**src/rtl/sargantana_icache_pkg.sv**
```systemverilog
// Shared instruction-cache geometry and flush controller state encoding.
package sargantana_icache_pkg;

    localparam int unsigned ICACHE_DEPTH = 64;
    localparam int unsigned ICACHE_WAYS  = 4;
    localparam int unsigned IDX_W        = $clog2(ICACHE_DEPTH);

    typedef enum logic [1:0] {
        IDLE  = 2'd0,
        DRAIN = 2'd1,
        SWEEP = 2'd2,
        DONE  = 2'd3
    } flush_state_t;

endpackage

```
**src/rtl/sargantana_icache_flush_ctrl.sv**
```systemverilog
// Instruction-cache flush controller: drains refills, sweeps every set clearing
// all ways, then acks.
module sargantana_icache_flush_ctrl
    import sargantana_icache_pkg::*;
(
    input  logic                   clk_i,
    input  logic                   rstn_i,
    input  logic                   flush_req_i,
    input  logic                   refill_busy_i,
    output logic                   sweep_en_o,
    input  logic [IDX_W-1:0]       sweep_idx_i,
    input  logic                   sweep_done_i,
    output logic                   inval_we_o,
    output logic [IDX_W-1:0]       inval_idx_o,
    output logic [ICACHE_WAYS-1:0] inval_way_o,
    output logic                   fetch_stall_o,
    output logic                   flush_ack_o
);

    flush_state_t state_q, state_d;
    logic         pend_q, pend_d;

    always_ff @(posedge clk_i or negedge rstn_i) begin
        if (!rstn_i) begin
            state_q <= IDLE;
            pend_q  <= 1'b0;
        end else begin
            state_q <= state_d;
            pend_q  <= pend_d;
        end
    end

    // A request during SWEEP cannot restart the sweep in place, so it is
    // remembered and replayed as one more full pass after DONE.
    always_comb begin
        state_d = state_q;
        pend_d  = pend_q;
        case (state_q)
            IDLE: begin
                if (flush_req_i) state_d = DRAIN;
            end
            DRAIN: begin
                if (!refill_busy_i) state_d = SWEEP;
            end
            SWEEP: begin
                if (flush_req_i)  pend_d  = 1'b1;
                if (sweep_done_i) state_d = DONE;
            end
            DONE: begin
                pend_d  = 1'b0;
                state_d = (pend_q || flush_req_i) ? DRAIN : IDLE;
            end
            default: begin
                state_d = IDLE;
                pend_d  = 1'b0;
            end
        endcase
    end

    assign sweep_en_o    = (state_q == SWEEP);
    assign inval_we_o    = (state_q == SWEEP);
    assign inval_idx_o   = inval_we_o ? sweep_idx_i : '0;
    assign inval_way_o   = {ICACHE_WAYS{inval_we_o}};
    assign fetch_stall_o = (state_q != IDLE);
    assign flush_ack_o   = (state_q == DONE);

`ifndef SYNTHESIS
    // Sweep counter and miss unit handshake checks.
    a_no_refill_in_sweep: assert property (@(posedge clk_i) disable iff (!rstn_i)
        (state_q == SWEEP) |-> !refill_busy_i);

    a_done_needs_en: assert property (@(posedge clk_i) disable iff (!rstn_i)
        sweep_done_i |-> sweep_en_o);

    a_done_at_last_set: assert property (@(posedge clk_i) disable iff (!rstn_i)
        sweep_done_i |-> (sweep_idx_i == IDX_W'(ICACHE_DEPTH - 1)));

    a_sweep_starts_at_zero: assert property (@(posedge clk_i) disable iff (!rstn_i)
        ((state_q == SWEEP) && ($past(state_q) != SWEEP)) |-> (sweep_idx_i == '0));

    a_sweep_idx_steps: assert property (@(posedge clk_i) disable iff (!rstn_i)
        ((state_q == SWEEP) && ($past(state_q) == SWEEP))
            |-> (sweep_idx_i == IDX_W'($past(sweep_idx_i) + 1'b1)));
`endif

endmodule

```
**config.mk**
```make
export PLATFORM = sky130hd
export DESIGN_NAME = sargantana_icache_flush_ctrl
export DESIGN_NICKNAME = d
export VERILOG_FILES = /design/src/rtl/sargantana_icache_pkg.sv /design/src/rtl/sargantana_icache_flush_ctrl.sv
export SDC_FILE = /design/constraint.sdc
export NUM_CORES = 1
export LEC_CHECK = 0
export ABC_AREA = 1
export BUFFER_PORTS_ARGS = -buffer_cell sky130_fd_sc_hd__buf_4
export CORE_AREA = 3 3 40 42
export CTS_CLUSTER_DIAMETER = 40
export DETAILED_ROUTE_END_ITERATION = 7
export DIE_AREA = 0 0 43 45
export SLEW_MARGIN = 20
export SYNTH_ARGS = -nofsm -noshare
export SYNTH_HDL_FRONTEND = slang
export SYNTH_SLANG_ARGS = --single-unit
```
**constraint.sdc**
```tcl
create_clock -name clk_i -period 3.2 [get_ports clk_i]
set_input_delay 0.32 -clock clk_i [delete_from_list [all_inputs] [get_ports clk_i]]
set_output_delay 0.32 -clock clk_i [all_outputs]
set_load 0.01 [all_outputs]
```
==> Word-level counts from Yosys, hierarchy flattened <==
Cells that the tools add are included.
{ "word_totals": {"ff_bits": 3, "latch_bits": 0, "ram_bits": 0, "rom_bits": 0, "input_bits": 11, "out_inout_bits": 14, "elab_cells": 23, "n_memories": 0} }
{ "op_classes": {"addsub": 0, "mul": 0, "div": 0, "magnitude_cmp": 0, "eq_ne": 7, "shift": 0, "n_mux": 8, "bitwise_logic": 0, "reduce_logical": 6} }
{ "ops": {"columns": ["operator", "n"], "rows": [
  ["$ne A2 B2 Y1 const B", 4],
  ["$pmux W2 S4", 1],
  ["$mux W2", 3],
  ["$mux W6", 1],
  ["$eq A2 B2 Y1 const B", 2],
  ["$reduce_bool A2 Y1", 2],
  ["$reduce_and A3 Y1", 1],
  ["$eq A2 B1 Y1 const B", 1],
  ["$logic_not A2 Y1", 1],
  ["$mux W1", 2],
  ["$pmux W1 S2", 1],
  ["$reduce_and A2 Y1", 1],
  ["$logic_or A1 B1 Y1", 1]
]} }

==> Longest topological paths before layout <==
Gate-level depths: netlist of the first run.
{ "logic_depth": {"word_depth": 3, "ltp_mapped": 9, "mapped_depth_nobuf": 8} }

==> Worst setup path before layout of the first run <==
Ideal clock, no wire load.
{ "synth_timing": {"path_kind": "register -> output", "startpoint": "reg state_q[0]", "endpoint": "out inval_idx_o[0]", "t_arrival_ns": 1.120, "path_slack_ns": 1.760, "path_stages_with_launch": 6, "path_buffers": 1, "cell_sequence": "dfrtp_1 > inv_1 > ha_1 > buf_6 > nand2_1 > inv_1"} }
{ "synth_via": {"elab_chain_len": 2} }
{ "synth_lines": {"columns": ["item", "line", "source"], "rows": [
  ["start, declared", "sargantana_icache_flush_ctrl.sv:20", "flush_state_t state_q, state_d;"],
  ["start signal, assigned", "sargantana_icache_flush_ctrl.sv:28", "state_q <= state_d;"],
  ["$eq A2 B2 Y1", "sargantana_icache_flush_ctrl.sv:61", "assign inval_we_o = (state_q == SWEEP);"],
  ["via inval_we_o", "sargantana_icache_flush_ctrl.sv:13", "output logic inval_we_o,"],
  ["$mux W6", "sargantana_icache_flush_ctrl.sv:62", "assign inval_idx_o = inval_we_o ? sweep_idx_i : '0;"],
  ["end, declared", "sargantana_icache_flush_ctrl.sv:14", "output logic [IDX_W-1:0] inval_idx_o,"]
]} }
The timed path passes the listed nets, and every way through them passes these cells.

==> Worst setup path after layout of the first run <==
{ "layout_timing": {"startpoint": "reg state_q[0]", "endpoint": "out inval_idx_o[5]"} }
{ "layout_via": {"elab_chain_len": 2} }
{ "layout_lines": {"columns": ["item", "line"], "rows": [
  ["$eq A2 B2 Y1", "sargantana_icache_flush_ctrl.sv:61"],
  ["$mux W6", "sargantana_icache_flush_ctrl.sv:62"]
]} }
Every way passes these cells.

==> impl_metrics.env, run 1 <==
export IMPL_status="complete, no violations"
export IMPL_nets=90
export IMPL_fillCellCount=138
export IMPL_ys_top_cells_by_area="dfrtp_1 21%, ha_1 17%, nand2_1 13%"
export IMPL_finalCritPeriodShare_pct=58.1
export IMPL_netlist_instances=50
export IMPL_setup_tns_ps=0
export IMPL_port_buffers=24
export IMPL_use_met3_pct=3.59
export IMPL_die_x_um=43
export IMPL_drv_cap=0
export IMPL_place_ws_ps=1550
export IMPL_dieHeight_um=45
export IMPL_skew_ps=0.848
export IMPL_gp_congestion=0.694
export IMPL_seq_area_frac_synth_pct=20.7
export IMPL_h_tree_depth=1
export IMPL_rsz0062_at_grt="false"
export IMPL_root_buffer="clkbuf_4"
export IMPL_busiest_layer="met2"
export IMPL_grt_start_max_net_pins=15
export IMPL_clk_latency_ps=230
export IMPL_antenna_found_initial=0
export IMPL_cts_sink_count=3
export IMPL_avgSynthCellArea_um2=7.26
export IMPL_yosys_area_top_type="dfrtp_1"
export IMPL_ios=25
export IMPL_syn_to_final_growth_pct=51.4
export IMPL_drtIter0Drc=3
export IMPL_switching_power_uw=219
export IMPL_synth_most_common_cell="nand2_1"
export IMPL_final_max_slew_viol_count=0
export IMPL_fmax_ghz=0.538
export IMPL_placementRows=13
export IMPL_grtUsageTotal_pct=8.67
export IMPL_powerDensity_nw_per_um2=892
export IMPL_cts_tree="done"
export IMPL_leakage_nw=0.365
export IMPL_register_area_um2=75.1
export IMPL_fin_cells=88
export IMPL_grt_pass1_wl_um=1260
export IMPL_syn_nets=66
export IMPL_dp_cells=83
export IMPL_grt_pass1_vias=308
export IMPL_p_clk_share_pct=13.0
export IMPL_ys_ff_latch=3
export IMPL_startpoint_type="flip-flop"
export IMPL_synth_edff_count=0
export IMPL_hpwl_um=650
export IMPL_p_int_uw=271
export IMPL_post_route_min_period_ps=1860
export IMPL_grt_util_met2_pct=13.2
export IMPL_routed_wirelength_um=750
export IMPL_dr_total_vias=340
export IMPL_worstSetupPathType="reg2out"
export IMPL_setup_violations_final=0
export IMPL_antennaDiodeCount=0
export IMPL_postSynth_asyncResetShare_pct=100
export IMPL_tightest_slew_ps=531
export IMPL_viasPerCell=3.86
export IMPL_multi_input_area_um2=185
export IMPL_ant_nets=0
export IMPL_arrival_ps=1540
export IMPL_synthFlopType="dfrtp_1"
export IMPL_die_area_um2=1940
export IMPL_cts_max_path_buffers=2
export IMPL_pwr_share_comb_pct=71.2
export IMPL_first_pass_iters=4
export IMPL_yosys_area_top_type_share_pct=20.7
export IMPL_crit_required_ps=2880
export IMPL_synth_common_cells="13 x nand2_1, 12 x inv_1, 5 x buf_4, 5 x ha_1, 3 x dfrtp_1"
export IMPL_met1_usage_pct=10.2
export IMPL_path_clk_slew_ps=40
export IMPL_initial_core_util_pct=28.2
export IMPL_crit_fanout=14
export IMPL_syn_cell_area_um2=363
export IMPL_hold_class="in2async"
export IMPL_drc_errors=0
export IMPL_p_sw_share_pct=44.6
export IMPL_drive_above_1_share_pct=43.8
export IMPL_relSlewSlack_pct=64.6
export IMPL_design_core_area_um2=1280
export IMPL_drt_wirelength_per_cell_um=8.52
export IMPL_grt_overflow=0
export IMPL_yosysUniqueCellTypes=14
export IMPL_ir_worst_vdd_v=0.000422
export IMPL_pwr_share_seq_pct=15.8
export IMPL_hold_viol_final=0
export IMPL_worst_slack_ps=1340
export IMPL_numCtsBuffers=3
export IMPL_cp_end_kind="primary output"
export IMPL_ys_warn_count=0
-- per-stage QoR --
step | hold WS, ps | utilization (%) | area [um2] | power, mW
2_1_floorplan | 24.4 | - | 363 | 0.335
3_3_place_gp | 112 | 39.9 | 513 | 0.428
3_5_place_dp | 111 | 39.9 | 513 | 0.432
4_1_cts | 409 | 42.7 | 549 | 0.501
5_1_grt | 412 | 42.7 | 549 | 0.548
6_report | 421 | 42.7 | 549 | 0.490
-- power by group through the flow --
stage	clock [mW]	sequential, mW	combinational (mW)
floorplan	0	0.0733	0.261
global placement	0	0.0770	0.351
detailed placement	0	0.0774	0.355
CTS	0.0670	0.0771	0.357
global route	0.0711	0.0800	0.397
finish	0.0639	0.0772	0.349
-- layer usage --
metal / vias to the layer above / routed length [um] / share of wire, %
li1: 186 / - / -
met3: 0 / 82 / 11
met4: 0 / 0 / 0
met1: 141 / 313 / 42
met2: 13 / 354 / 47
met5: - / 0 / 0
-- kinds of logic after synthesis --
family	after synthesis	synth area share, %
buffers and inverters	19	28.3
AO/OA/AOI/OAI	4	6.21
adder cells (fa/ha/maj)	5	17.2
flip-flops	3	20.7
AND/OR/NAND/NOR	19	27.6
-- path summary, 6_finish.rpt --
path / slack (ps) / cells after the start / startpoint / endpoint
setup / recovery: 1340 / 5 / state_q[0]$_DFFE_PN0P_ / inval_idx_o[5]
min in group clk_i: 420 / 5 / flush_req_i / pend_q$_DFFE_PN0P_
setup reg to reg: 1730 / 7 / state_q[0]$_DFFE_PN0P_ / state_q[0]$_DFFE_PN0P_
hold reg to reg: 480 / 2 / pend_q$_DFFE_PN0P_ / pend_q$_DFFE_PN0P_
hold / removal: 420 / 2 / rstn_i / pend_q$_DFFE_PN0P_
max in group asynchronous: 2690 / 2 / rstn_i / state_q[0]$_DFFE_PN0P_
-- area by class of cell --
| cell class | instances | share of cell area [%] |
|---|---|---|
| Inverter | 13 | 9.79 |
| Sequential cell | 3 | 13.7 |
| Timing Repair Buffer | 25 | 34.6 |
| Tap cell | 15 | 3.42 |
| Clock buffer | 4 | 4.78 |
| Multi-Input combinational cell | 28 | 33.7 |
-- cells in the final DEF (no fill, tap or decap) --
cell type,count
buf_4,24
nand2_1,13
inv_1,12
ha_1,5
clkbuf_4,3
dfrtp_1,3
nor2_4,2
nand3_1,2
o21ai_1,2
inv_6,1
or2_4,1
o21ai_0,1
nand3_2,1
o21bai_1,1
clkbuf_1,1
dlygate4sd3_1,1
-- worst max-delay path, cell delays in order, from the launching register on --
cell,delay (ps)
dfrtp_1,410
inv_1,120
ha_1,500
nand2_1,100
inv_1,70
buf_4,110
-- sequential cells by signal, indices dropped and copies added, names as in the netlist --
name     cells
pend_q       1
state_q      2
-- timing repair --
item	CTS	global route
buffers inserted	0	0
endpoints found under the hold margin	3	0
gates resized for setup	0	0
hold buffers	1	0
Power figures use the tool's default switching activity.
==> inputs of run 2 (changes only) <==
==> constraint.sdc (replaced) <==
create_clock -name clk_i -period 1.7 [get_ports clk_i]
set_input_delay 0.17 -clock clk_i [delete_from_list [all_inputs] [get_ports clk_i]]
set_output_delay 0.17 -clock clk_i [all_outputs]
set_load 0.01 [all_outputs]
==> impl_metrics.env, run 2 (same netlist as run 1, synthesis figures left out) <==
export IMPL_switching_power_uw=414
export IMPL_dp_cells=83
export IMPL_r2r_setup_slack_ps=420
export IMPL_stdcell_area_um2=562
export IMPL_viasPerCell=3.83
export IMPL_final_cell_mix="24 x buf_4, 13 x nand2_1, 12 x inv_1"
export IMPL_die_x_um=43
export IMPL_timing_rr_end="state_q[1]$_DFFE_PN0P_"
export IMPL_syn_to_final_growth_pct=54.8
export IMPL_design_core_area_um2=1280
export IMPL_hpwl_um=598
export IMPL_ios=25
export IMPL_relSlewSlack_pct=85.1
export IMPL_antennaDiodeCount=0
export IMPL_cts_sink_count=3
export IMPL_hp_start="flush_req_i"
export IMPL_post_route_util_pct=43.7
export IMPL_rr_worst_depth=6
export IMPL_arrival_ps=1280
export IMPL_leakage_nw=0.365
export IMPL_nets=90
export IMPL_routed_wirelength_um=709
export IMPL_r2r_start="state_q[1]$_DFFE_PN0P_"
export IMPL_cts_tree="done"
export IMPL_drt_wirelength_per_cell_um=8.06
export IMPL_grt_start_max_net_pins=15
export IMPL_die_area_um2=1940
export IMPL_hold_class="in2reg"
export IMPL_clk_latency_ps=230
export IMPL_register_area_um2=75.1
export IMPL_root_buffer="clkbuf_4"
export IMPL_ir_worst_vdd_v=0.000697
export IMPL_first_pass_iters=2
export IMPL_cp_end_kind="primary output"
export IMPL_grt_pass1_vias=281
export IMPL_postPlaceCellArea_um2=513
export IMPL_mostFrequentLayoutCell="buf_4"
export IMPL_grtUsageTotal_pct=7.93
export IMPL_place_ws_ps=207
export IMPL_gp_congestion=0.736
export IMPL_fillCellCount=137
export IMPL_crit_fanout=14
export IMPL_skew_ps=0.474
export IMPL_numCtsBuffers=3
export IMPL_pwr_share_seq_pct=16.0
export IMPL_path_clk_slew_ps=30
export IMPL_drive_above_1_share_pct=45.2
export IMPL_drtIter0Drc=2
export IMPL_placementRows=13
export IMPL_initial_core_util_pct=28.2
export IMPL_multi_input_area_um2=198
export IMPL_worst_slack_ps=250
export IMPL_finalPower_uw=942
export IMPL_setup_tns_ps=0
export IMPL_crit_required_ps=1530
export IMPL_worstSetupPathType="reg2out"
export IMPL_grt_overflow=0
export IMPL_crit_end="inval_idx_o[4]"
export IMPL_hold_viol_final=0
export IMPL_p_sw_share_pct=43.9
export IMPL_pwr_share_comb_pct=71.2
export IMPL_startpoint_type="flip-flop"
export IMPL_p_int_uw=528
export IMPL_port_buffers=24
export IMPL_largest_register_ffs=2
export IMPL_post_cts_setup_buffer_count=0
export IMPL_antenna_found_initial=0
export IMPL_regMostFlops="state_q"
export IMPL_post_route_min_period_ps=1450
export IMPL_final_max_slew_viol_count=0
export IMPL_setup_violations_final=0
export IMPL_grt_pass1_wl_um=1150
export IMPL_ant_nets=0
export IMPL_p_clk_share_pct=12.8
export IMPL_fmax_ghz=0.690
export IMPL_drc_errors=0
export IMPL_h_tree_depth=1
export IMPL_fin_cells=88
export IMPL_reg_top3="state_q x2, pend_q x1"
export IMPL_crit_start="state_q[0]$_DFFE_PN0P_"
export IMPL_powerDensity_nw_per_um2=1680
export IMPL_whs_ps=259
export IMPL_dr_total_vias=337
export IMPL_tightest_slew_ps=222
export IMPL_cts_max_path_buffers=2
export IMPL_status="complete, no violations"
export IMPL_dieHeight_um=45
export IMPL_drv_cap=0
export IMPL_rsz0062_at_grt="false"
export IMPL_finalCritPeriodShare_pct=85.3
## run 2: cell count changes in the layout (fill, tap and decap cells not counted)
cell,change
ha_1,-1
ha_4,+1
## run 2: critical path, cell delays in order (launching register included)
cell	delay [ps]
dfrtp_1	410
inv_1	160
ha_4	260
nand2_1	70
inv_1	50
buf_4	110
## run 2: repair_timing
item,CTS,global route
cloned,0,0
hold buffers,1,0
hold endpoints to repair,3,0
endpoints found under the setup margin,6,1
gates resized for setup,1,1
## run 2: worst min path at each step
| stage | to | cells past startpoint | slack [ps] |
|---|---|---|---|
| 6_report | pend_q$_DFFE_PN0P_ | 4 | 260 |
| 5_1_grt | pend_q$_DFFE_PN0P_ | 2 | 260 |
| 4_1_cts | state_q[0]$_DFFE_PN0P_ | 2 | 250 |
| 3_5_place_dp | state_q[1]$_DFFE_PN0P_ | 1 | -40 |
| 3_3_place_gp | state_q[1]$_DFFE_PN0P_ | 1 | -40 |
| 2_1_floorplan | pend_q$_DFFE_PN0P_ | 0 | -130 |
## run 2: power by group through the flow
| stage | clock network (mW) | registers [mW] | logic [mW] |
|---|---|---|---|
| floorplan | 0 | 0.138 | 0.492 |
| global placement | 0 | 0.146 | 0.660 |
| detailed placement | 0 | 0.147 | 0.658 |
| CTS | 0.128 | 0.147 | 0.667 |
| global route | 0.135 | 0.160 | 0.759 |
| finish | 0.120 | 0.151 | 0.671 |
## run 2: layer usage
metal | GRT usage [%] | part of all wire (%)
met5 | 0 | 0
met4 | 5.42 | 0
met3 | 2.79 | 11
met2 | 11.7 | 48
met1 | 9.71 | 42
## run 2: area by class of cell
type | count | area share (%)
repair buffers | 25 | 33.9
multi-input cells | 28 | 35.2
well taps | 15 | 3.34
flip-flops and latches | 3 | 13.4
clock buffers | 4 | 4.68
inverters | 13 | 9.58
==> inputs of run 3 (changes only) <==
--- a/config.mk
+++ b/config.mk
@@ -11,6 +11,8 @@
 export CTS_CLUSTER_DIAMETER = 40
 export DETAILED_ROUTE_END_ITERATION = 7
 export DIE_AREA = 0 0 43 45
+export REMOVE_ABC_BUFFERS = 1
+export SKIP_LAST_GASP = 1
 export SLEW_MARGIN = 20
 export SYNTH_ARGS = -nofsm -noshare
 export SYNTH_HDL_FRONTEND = slang
==> impl_metrics.env, run 3 (same netlist as run 1, synthesis figures left out) <==
export IMPL_antenna_found_initial=0
export IMPL_dp_cells=84
export IMPL_hold_class="in2reg"
export IMPL_cts_max_path_buffers=2
export IMPL_relSlewSlack_pct=87.2
export IMPL_nets=91
export IMPL_crit_fanout=8
export IMPL_dieHeight_um=45
export IMPL_powerDensity_nw_per_um2=1680
export IMPL_rsz0062_at_grt="false"
export IMPL_fin_cells=89
export IMPL_gp_congestion=0.701
export IMPL_min_to="pend_q$_DFFE_PN0P_"
export IMPL_design_core_area_um2=1280
export IMPL_regMostFlops="state_q"
export IMPL_cts_tree="done"
export IMPL_drtIter0Drc=5
export IMPL_hold_path_depth=4
export IMPL_hp_start="flush_req_i"
export IMPL_mostFrequentLayoutCell="buf_4"
export IMPL_startpoint_type="flip-flop"
export IMPL_grt_overflow=0
export IMPL_skew_ps=2.90
export IMPL_setup_violations_final=0
export IMPL_drt_wirelength_per_cell_um=8.51
export IMPL_reg_top3="state_q x2, pend_q x1"
export IMPL_routed_wirelength_um=757
export IMPL_leakage_nw=0.371
export IMPL_drive_above_1_share_pct=45.9
export IMPL_syn_to_final_growth_pct=56.9
export IMPL_hold_viol_final=0
export IMPL_fmax_ghz=0.643
export IMPL_setup_tns_ps=0
export IMPL_ir_worst_vdd_v=0.000566
export IMPL_final_max_slew_viol_count=0
export IMPL_r2r_start="state_q[0]$_DFFE_PN0P_"
export IMPL_rr_worst_depth=6
export IMPL_post_route_util_pct=44.3
export IMPL_ios=25
export IMPL_drc_errors=0
export IMPL_numCtsBuffers=3
export IMPL_post_cts_setup_buffer_count=0
export IMPL_initial_core_util_pct=28.2
export IMPL_final_cell_mix="25 x buf_4, 13 x nand2_1, 12 x inv_1"
export IMPL_grt_start_max_net_pins=9
export IMPL_die_x_um=43
export IMPL_cp_end_kind="primary output"
export IMPL_tightest_slew_ps=190
export IMPL_root_buffer="clkbuf_4"
export IMPL_status="complete, no violations"
export IMPL_drv_cap=0
export IMPL_hpwl_um=651
export IMPL_arrival_ps=1390
export IMPL_r2r_setup_slack_ps=410
export IMPL_grt_pass1_vias=293
export IMPL_dr_total_vias=350
export IMPL_placementRows=13
export IMPL_crit_required_ps=1530
export IMPL_largest_register_ffs=2
export IMPL_worstSetupPathType="reg2out"
export IMPL_antennaDiodeCount=0
export IMPL_viasPerCell=3.93
export IMPL_timing_rr_end="state_q[1]$_DFFE_PN0P_"
export IMPL_cts_sink_count=3
export IMPL_port_buffers=24
export IMPL_post_route_min_period_ps=1560
export IMPL_path_clk_slew_ps=30
export IMPL_h_tree_depth=1
export IMPL_finalCritPeriodShare_pct=91.5
export IMPL_ant_nets=0
export IMPL_grt_pass1_wl_um=1200
export IMPL_die_area_um2=1940
export IMPL_grtUsageTotal_pct=8.08
export IMPL_whs_ps=249
export IMPL_first_pass_iters=3
export IMPL_clk_latency_ps=230
## run 3: changes by cell type in the layout (fill, tap and decap cells not counted)
cell	delta
buf_4	+1
## run 3: cell type report
type / instances / area, um2
Clock buffer: 4 / 26.3
Inverter: 13 / 53.8
Tap cell: 15 / 18.8
Timing Repair Buffer: 26 / 198
Sequential cell: 3 / 75.1
Multi-Input combinational cell: 28 / 198
Fill cell: 137 / 716
## run 3: critical path: stages, from the launching register on
cell and delay (ps):
dfrtp_1 410, inv_1 160, ha_4 220, buf_4 160
nand2_1 50, inv_1 40, buf_4 110
## run 3: per-layer routing
metal / wire [um] / GRT usage, %
met2: 310 / 12.0
met5: 0 / 0
met1: 296 / 9.66
met4: 0 / 1.81
met3: 150 / 5.58
## run 3: metrics by stage
stage | area [um2] | power [mW] | setup WS (ps)
2_1_floorplan | 314 | 0.530 | 66.2
4_1_cts | 559 | 0.953 | 55.2
6_report | 569 | 0.957 | 145
5_1_grt | 569 | 1.06 | 30.5
3_3_place_gp | 520 | 0.814 | 238
3_5_place_dp | 520 | 0.822 | 180
## run 3: worst max-delay path by stage
stage	from	to	slack (ps)	cells after the start
finish	state_q[0]$_DFFE_PN0P_	inval_idx_o[3]	140	6
global route	state_q[0]$_DFFE_PN0P_	inval_idx_o[4]	30	6
CTS	state_q[0]$_DFFE_PN0P_	inval_idx_o[3]	60	6
detailed placement	state_q[0]$_DFFE_PN0P_	inval_idx_o[3]	180	6
global placement	state_q[0]$_DFFE_PN0P_	inval_idx_o[5]	240	6
floorplan	state_q[0]$_DFFE_PN0P_	state_q[0]$_DFFE_PN0P_	70	7
## run 3: power by group
group,leakage (nW),internal [mW],switching [mW]
Combinational,0.319,0.339,0.347
Clock,0.0150,0.0875,0.0313
Sequential,0.0364,0.111,0.0409
## run 3: timing repair
action                     4_1_cts  5_1_grt
hold buffers                     1        0
hold endpoints to repair         3        0
gates resized for setup          1        1
pin swaps                        0        0
setup endpoints to repair        3        3
